## config.mk

```make
export PLATFORM = sky130hd
export DESIGN_NAME = mac_stream_scheduler
export DESIGN_NICKNAME = d
export VERILOG_FILES = /design/src/rtl/mac_stream_scheduler_pkg.sv /design/src/rtl/mac_tag_fifo.sv /design/src/rtl/mac_stream_scheduler.sv
export SDC_FILE = /design/constraint.sdc
export NUM_CORES = 1
export LEC_CHECK = 0
export ABC_AREA = 1
export BUFFER_PORTS_ARGS = -buffer_cell sky130_fd_sc_hd__buf_2
export CAP_MARGIN = 20
export CORE_ASPECT_RATIO = 1.1
export CORE_UTILIZATION = 40
export DETAILED_ROUTE_END_ITERATION = 8
export PLACE_DENSITY = 0.71
export SYNTH_ARGS = -nofsm -noshare
export SYNTH_HDL_FRONTEND = slang
export SYNTH_HIERARCHICAL = 1
export SYNTH_SLANG_ARGS = --single-unit
```

## constraint.sdc

```tcl
create_clock -name clk -period 3.35 [get_ports clk]
set_input_delay 1.005 -clock clk [delete_from_list [all_inputs] [get_ports clk]]
set_output_delay 1.005 -clock clk [all_outputs]
set_load 0.01 [all_outputs]
```

## src/rtl/mac_stream_scheduler_pkg.sv

```systemverilog
// Shared FSM state type, datapath widths and helpers for the MAC stream scheduler.
package mac_sched_pkg;

   typedef enum logic [1:0] {
      IDLE   = 2'd0,
      STREAM = 2'd1,
      GAP    = 2'd2
   } sched_state_t;

   localparam int POSIT_W   = 32;
   localparam int TAG_DEPTH = 2;

   // Index that sits `off` places after `base` in a ring of n requesters.
   function automatic int unsigned rr_index(input int unsigned base,
                                            input int unsigned off,
                                            input int unsigned n);
      return (base + off) % n;
   endfunction

endpackage

```

## src/rtl/mac_tag_fifo.sv

```systemverilog
// Two-entry tag FIFO tracking which requester owns each outstanding MAC bank result.
module mac_tag_fifo
   import mac_sched_pkg::*;
#(
   parameter int TW = 1
) (
   input  logic          clk,
   input  logic          rst,
   input  logic          flush,
   input  logic          push,
   input  logic [TW-1:0] push_data,
   input  logic          pop,
   output logic [TW-1:0] pop_data,
   output logic          full,
   output logic          empty
);

   localparam int PTR_W = $clog2(TAG_DEPTH);
   localparam int CNT_W = $clog2(TAG_DEPTH + 1);

   logic [TW-1:0]    mem_reg [TAG_DEPTH];
   logic [PTR_W-1:0] wr_ptr_reg;
   logic [PTR_W-1:0] rd_ptr_reg;
   logic [CNT_W-1:0] count_reg;
   logic             do_push;
   logic             do_pop;

   assign full     = (count_reg == CNT_W'(TAG_DEPTH));
   assign empty    = (count_reg == '0);
   assign do_push  = push && !full;
   assign do_pop   = pop && !empty;
   assign pop_data = mem_reg[rd_ptr_reg];

   always_ff @(posedge clk) begin
      if (do_push) begin
         mem_reg[wr_ptr_reg] <= push_data;
      end
   end

   always_ff @(posedge clk) begin
      if (rst || flush) begin
         wr_ptr_reg <= '0;
         rd_ptr_reg <= '0;
         count_reg  <= '0;
      end else begin
         if (do_push) wr_ptr_reg <= wr_ptr_reg + PTR_W'(1);
         if (do_pop)  rd_ptr_reg <= rd_ptr_reg + PTR_W'(1);
         case ({do_push, do_pop})
            2'b10:   count_reg <= count_reg + CNT_W'(1);
            2'b01:   count_reg <= count_reg - CNT_W'(1);
            default: count_reg <= count_reg;
         endcase
      end
   end

endmodule

```

## src/rtl/mac_stream_scheduler.sv

```systemverilog
// Round-robin scheduler streaming requester dot products into one shared MAC, tagging results.
// Optional watchdog on outstanding results: define MAC_SCHED_WATCHDOG_EN.
module mac_stream_scheduler
   import mac_sched_pkg::*;
#(
   parameter int NREQ      = 2,
   parameter int WD_CYCLES = 64
) (
   input  logic                      clk,
   input  logic                      rst,
   input  logic [NREQ-1:0]           req_valid,
   input  logic [NREQ*POSIT_W-1:0]   req_a,
   input  logic [NREQ*POSIT_W-1:0]   req_b,
   input  logic [NREQ-1:0]           req_last,
   output logic [NREQ-1:0]           req_ready,
   output logic [POSIT_W-1:0]        mac_unum1,
   output logic [POSIT_W-1:0]        mac_unum2,
   output logic                      mac_valid,
   output logic                      mac_finish,
   output logic                      mac_rst,
   input  logic [POSIT_W-1:0]        mac_sum,
   input  logic                      mac_isInf,
   input  logic                      mac_overflow,
   input  logic                      mac_finish_out,
   output logic                      res_valid,
   output logic [$clog2(NREQ)-1:0]   res_id,
   output logic [POSIT_W-1:0]        res_sum,
   output logic                      res_isInf,
   output logic                      res_overflow,
   output logic                      busy,
   output logic                      wd_err
);

   localparam int TW = $clog2(NREQ);

   sched_state_t       state_reg;
   logic [TW-1:0]      grant_reg;
   logic [TW-1:0]      rr_ptr_reg;
   logic [POSIT_W-1:0] mac_unum1_reg;
   logic [POSIT_W-1:0] mac_unum2_reg;
   logic               mac_valid_reg;
   logic               mac_finish_reg;
   logic               mac_rst_reg;
   logic               res_valid_reg;
   logic [TW-1:0]      res_id_reg;
   logic [POSIT_W-1:0] res_sum_reg;
   logic               res_isinf_reg;
   logic               res_overflow_reg;

   logic [POSIT_W-1:0] a_arr    [NREQ];
   logic [POSIT_W-1:0] b_arr    [NREQ];
   logic [TW-1:0]      cand_idx [NREQ];
   logic               win_found;
   logic [TW-1:0]      win_idx;
   logic [TW-1:0]      next_rr;
   logic               grant_now;
   logic               accept;
   logic               beat_last;
   logic               pop;
   logic [TW-1:0]      pop_tag;
   logic               fifo_full;
   logic               fifo_empty;
   logic               wd_trip;

   genvar gi;
   generate
      for (gi = 0; gi < NREQ; gi++) begin : g_req
         assign a_arr[gi]    = req_a[gi*POSIT_W +: POSIT_W];
         assign b_arr[gi]    = req_b[gi*POSIT_W +: POSIT_W];
         assign cand_idx[gi] = TW'(rr_index(32'(rr_ptr_reg), gi, NREQ));
      end
   endgenerate

   // Scan from the far end so the candidate closest to rr_ptr wins.
   always_comb begin
      win_found = 1'b0;
      win_idx   = '0;
      for (int k = NREQ - 1; k >= 0; k--) begin
         if (req_valid[cand_idx[k]]) begin
            win_found = 1'b1;
            win_idx   = cand_idx[k];
         end
      end
   end

   assign next_rr   = TW'(rr_index(32'(grant_reg), 1, NREQ));
   assign grant_now = (state_reg == IDLE) && win_found && !fifo_full && !wd_trip;
   assign accept    = (state_reg == STREAM) && req_valid[grant_reg];
   assign beat_last = req_last[grant_reg];
   assign pop       = mac_finish_out && !fifo_empty;
   assign req_ready = (state_reg == STREAM) ? (NREQ'(1) << grant_reg) : '0;
   assign busy      = (state_reg != IDLE) || !fifo_empty;

   mac_tag_fifo #(
      .TW (TW)
   ) u_tag_fifo (
      .clk       (clk),
      .rst       (rst),
      .flush     (wd_trip),
      .push      (grant_now),
      .push_data (win_idx),
      .pop       (pop),
      .pop_data  (pop_tag),
      .full      (fifo_full),
      .empty     (fifo_empty)
   );

   always_ff @(posedge clk) begin
      mac_rst_reg <= rst;
      if (rst) begin
         state_reg        <= IDLE;
         grant_reg        <= '0;
         rr_ptr_reg       <= '0;
         mac_unum1_reg    <= '0;
         mac_unum2_reg    <= '0;
         mac_valid_reg    <= 1'b0;
         mac_finish_reg   <= 1'b0;
         res_valid_reg    <= 1'b0;
         res_id_reg       <= '0;
         res_sum_reg      <= '0;
         res_isinf_reg    <= 1'b0;
         res_overflow_reg <= 1'b0;
      end else begin
         mac_valid_reg  <= accept;
         mac_finish_reg <= accept && beat_last;
         if (accept) begin
            mac_unum1_reg <= a_arr[grant_reg];
            mac_unum2_reg <= b_arr[grant_reg];
         end
         res_valid_reg <= pop;
         if (pop) begin
            res_id_reg       <= pop_tag;
            res_sum_reg      <= mac_sum;
            res_isinf_reg    <= mac_isInf;
            res_overflow_reg <= mac_overflow;
         end
         case (state_reg)
            IDLE: begin
               if (grant_now) begin
                  grant_reg <= win_idx;
                  state_reg <= STREAM;
               end
            end
            STREAM: begin
               if (accept && beat_last) begin
                  state_reg  <= GAP;
                  rr_ptr_reg <= next_rr;
               end
            end
            GAP:     state_reg <= IDLE;
            default: state_reg <= IDLE;
         endcase
         if (wd_trip) state_reg <= IDLE;
      end
   end

`ifdef MAC_SCHED_WATCHDOG_EN
   localparam int WD_W = $clog2(WD_CYCLES + 1);

   logic [WD_W-1:0] wd_cnt_reg;
   logic            wd_err_reg;

   // Trips on the WD_CYCLES-th consecutive cycle with a result outstanding and no pop.
   assign wd_trip = !fifo_empty && !pop && (wd_cnt_reg == WD_W'(WD_CYCLES - 1));
   assign wd_err  = wd_err_reg;

   always_ff @(posedge clk) begin
      if (rst) begin
         wd_cnt_reg <= '0;
         wd_err_reg <= 1'b0;
      end else begin
         if (pop || fifo_empty || wd_trip) wd_cnt_reg <= '0;
         else                              wd_cnt_reg <= wd_cnt_reg + WD_W'(1);
         if (wd_trip) wd_err_reg <= 1'b1;
      end
   end
`else
   assign wd_trip = 1'b0;
   assign wd_err  = 1'b0;
`endif

   assign mac_unum1    = mac_unum1_reg;
   assign mac_unum2    = mac_unum2_reg;
   assign mac_valid    = mac_valid_reg;
   assign mac_finish   = mac_finish_reg;
   assign mac_rst      = mac_rst_reg;
   assign res_valid    = res_valid_reg;
   assign res_id       = res_id_reg;
   assign res_sum      = res_sum_reg;
   assign res_isInf    = res_isinf_reg;
   assign res_overflow = res_overflow_reg;

endmodule

```

==> impl_metrics.json <==
{
  "status": "finished clean",
  "cts_hold_buffers": 0,
  "design_power_total_mw": 3.85,
  "path_cells": "inv_2 -> nor2_1 -> buf_2",
  "die_y_um": 120,
  "initial_core_util_pct": 41.5,
  "worst_pin_slew_ps": 887,
  "start_kind": "register",
  "synth-xor-area-share_pct": 0.174,
  "hold_viol": 0,
  "dieWidth_um": 109,
  "drc": 0,
  "place_ws_ps": 981,
  "placed_cells": 1119,
  "floorplan.core_area_um2": 12100,
  "stdcell_count": 1152,
  "max_stage_delay_ps": 440,
  "cts.htree.levels": 4,
  "place.gp.congestion": 0.781,
  "finalNetCount": 1154,
  "dpl.hpwl_mm": 10.5,
  "detail_route.vias_per_cell": 4.79,
  "grt.total_usage_pct": 22.8,
  "synth.ff_latch_count": 114,
  "main_combinational_cell_family_by_area_after_synthesis": "simple AND/OR/NAND/NOR gates",
  "cp_num_buf_inv": 2,
  "initial_antenna_violation_count": 2,
  "fmax_mhz": 411,
  "globalRoute.totalOverflow": 0,
  "post_cts.repair.setup_buffers": 0,
  "drt.antenna.violating_nets": 0,
  "min-delay-path-class": "register to register",
  "post_cts_resized": 0,
  "cts_root_buf": "sky130_fd_sc_hd__clkbuf_16",
  "postSynthAreaPerCell_um2": 6.85,
  "die_area_um2": 13000,
  "grt_pass1_wl_mm": 23.3,
  "cts_sinks": 114,
  "critical_path_arrival_ps": 1430,
  "fin_hold_ws_ps": 458,
  "drt-wirelength-per-cell_um": 13.1,
  "route.vias.total": 5522,
  "pin_count": 276,
  "ir_worst_vdd_mv": 0.344,
  "cp.required_ps": 2340,
  "period_needed_ps": 2430,
  "cp_max_stage_cell": "sky130_fd_sc_hd__inv_2",
  "post_synthesis_cell_area_um2": 5040,
  "first_global_vias": 4965,
  "clkSlewWorstSetupHoldPaths_ps": 60,
  "worstSetupPathType": "register to primary output",
  "timing.clock.skew_ps": 9.46,
  "muxShareOfSynthArea_pct": 0.224,
  "clock_latency_ps": 400,
  "numCtsBuffers": 17,
  "ctsLongestPathBuffers": 2,
  "synth_compound_gate_area_share_pct": 10.5,
  "sort_of_element_at_the_end_of_the_critical_path": "primary output",
  "synth_simple_gate_area_share_pct": 35.5,
  "finalWirelength_mm": 15.1,
  "critical-path-top-delay-family": "buffers and inverters",
  "worst_slack_ps": 918,
  "core.rowCount": 42,
  "yosys_synthesis_warning_count": 6,
  "timing.final.crit_share_pct": 72.6,
  "cts_tree": "done",
  "post_synth_fa_ha_maj_area_fraction_pct": 0.248,
  "firstDrtPassIters": 5,
  "power_leakage_nw": 3.63,
  "rsz_0062_raised_after_global_routing": "false",
  "max_cap_viols": 0,
  "synth.distinct_cells": 26,
  "seq_area_frac_synth_pct": 45.7,
  "drt_iter0_markers": 320,
  "layout-drive-gt1-share_pct": 33.0,
  "buffer_ports.inserted": 274,
  "synth_cells": 735,
  "report.final.slew_viol_count": 0,
  "grt_max_degree": 74,
  "worstPathMaxFanout": 34,
  "setup_viol_count_final": 0,
  "worst_slew_margin_rel_pct": 40.8,
  "areaGrowthSynthToFinish_pct": 38.2,
  "final_tns_setup_ps": 0,
  "power.density_cell_area_nw_per_um2": 553
}
placed cells by master, fill, tap and decap left out, drive strengths merged:
cell type / instances
a21oi: 67
buf: 283
bufinv: 2
clkbuf: 18
clkinv: 6
clkinvlp: 3
conb: 3
dfxtp: 112
diode: 1
edfxtp: 2
ha: 1
inv: 20
mux2: 1
nand2: 277
nand3: 65
nand3b: 1
nand4: 2
nor2: 96
nor3: 1
o21ai: 36
xor2: 1
stage by stage:
stage	instance area, um^2	utilization, %
after floorplan	5040	-
after global placement	6370	52.5
after detailed placement	6370	52.5
after CTS	6960	57.3
after global routing	6960	57.3
final	6960	57.3
power by group:
group	leakage (nW)	internal [mW]	switching [mW]
clock network	0.277	1.10	0.656
logic	2.43	0.234	0.363
registers	0.931	1.45	0.0428
total	3.63	2.78	1.06
Yosys cell counts:
library cell               number  area, um^2
sky130_fd_sc_hd__a21oi_1       67         335
sky130_fd_sc_hd__buf_1          1        3.75
sky130_fd_sc_hd__buf_2         12        60.1
sky130_fd_sc_hd__buf_4         12        90.1
sky130_fd_sc_hd__buf_6          7        78.8
sky130_fd_sc_hd__clkbuf_1      23        86.3
sky130_fd_sc_hd__conb_1         1        3.75
sky130_fd_sc_hd__dfxtp_1      112        2240
sky130_fd_sc_hd__edfxtp_1       2        60.1
sky130_fd_sc_hd__ha_1           1        12.5
sky130_fd_sc_hd__inv_1         14        52.6
sky130_fd_sc_hd__inv_2          3        11.3
sky130_fd_sc_hd__mux2_2         1        11.3
sky130_fd_sc_hd__nand2_1      274        1030
sky130_fd_sc_hd__nand2_2        2        12.5
sky130_fd_sc_hd__nand2_4        1        11.3
sky130_fd_sc_hd__nand3_1       65         325
sky130_fd_sc_hd__nand3b_1       1        7.51
sky130_fd_sc_hd__nand4_1        2        12.5
sky130_fd_sc_hd__nor2_1        90         338
sky130_fd_sc_hd__nor2_2         4        25.0
sky130_fd_sc_hd__nor2_4         2        22.5
sky130_fd_sc_hd__nor3_1         1        5.00
sky130_fd_sc_hd__o21ai_0       35         175
sky130_fd_sc_hd__o21ai_4        1        16.3
sky130_fd_sc_hd__xor2_1         1        8.76
area by class of cell:
cell class | count | area (um^2)
inverters | 17 | 63.8
flip-flops and latches | 114 | 2300
diodes | 1 | 2.50
multi-input cells | 551 | 2360
fillers | 1206 | 5180
well taps | 154 | 193
clock inverters | 14 | 158
repair buffers | 283 | 1450
clock buffers | 18 | 429
layer usage:
metal | global-route usage, % | vias to the layer above | share of wire (%)
met1 | 26.2 | 2447 | 42
met2 | 39.1 | 225 | 48
met4 | 9.46 | 0 | 2.1
met5 | 0 | - | 0
met3 | 6.57 | 25 | 8.3
li1 | - | 2825 | -
cells by family (layout without fill, tap and decap cells):
group                    after synthesis  in the layout
AO/OA/AOI/OAI                        103            103
XOR/XNOR                               1              1
adder cells (fa/ha/maj)                1              1
buffers and inverters                 72            332
flip-flops                           114            114
multiplexers                           1              1
other                                  1              4
AND/OR/NAND/NOR                      442            442
path summary, 6_finish.rpt:
kind,start,end,slack (ps),cells after the start
hold reg to reg,mac_unum2[25],mac_unum2[25],460,2
setup / recovery,grant_reg,req_ready[1],920,3
setup reg to reg,grant_reg,mac_unum1[30],1310,7
hold / removal,mac_unum2[25],mac_unum2[25],460,2
worst reg2reg max path: stages, from the launching register on:
cell and delay [ps]:
sky130_fd_sc_hd__dfxtp_2 340, sky130_fd_sc_hd__buf_4 380, sky130_fd_sc_hd__nand2_1 170, sky130_fd_sc_hd__nand2_4 250, sky130_fd_sc_hd__nand2_2 310, sky130_fd_sc_hd__buf_4 310, sky130_fd_sc_hd__nand2_1 80, sky130_fd_sc_hd__a21oi_1 60
(Power assumes the default switching activity.)
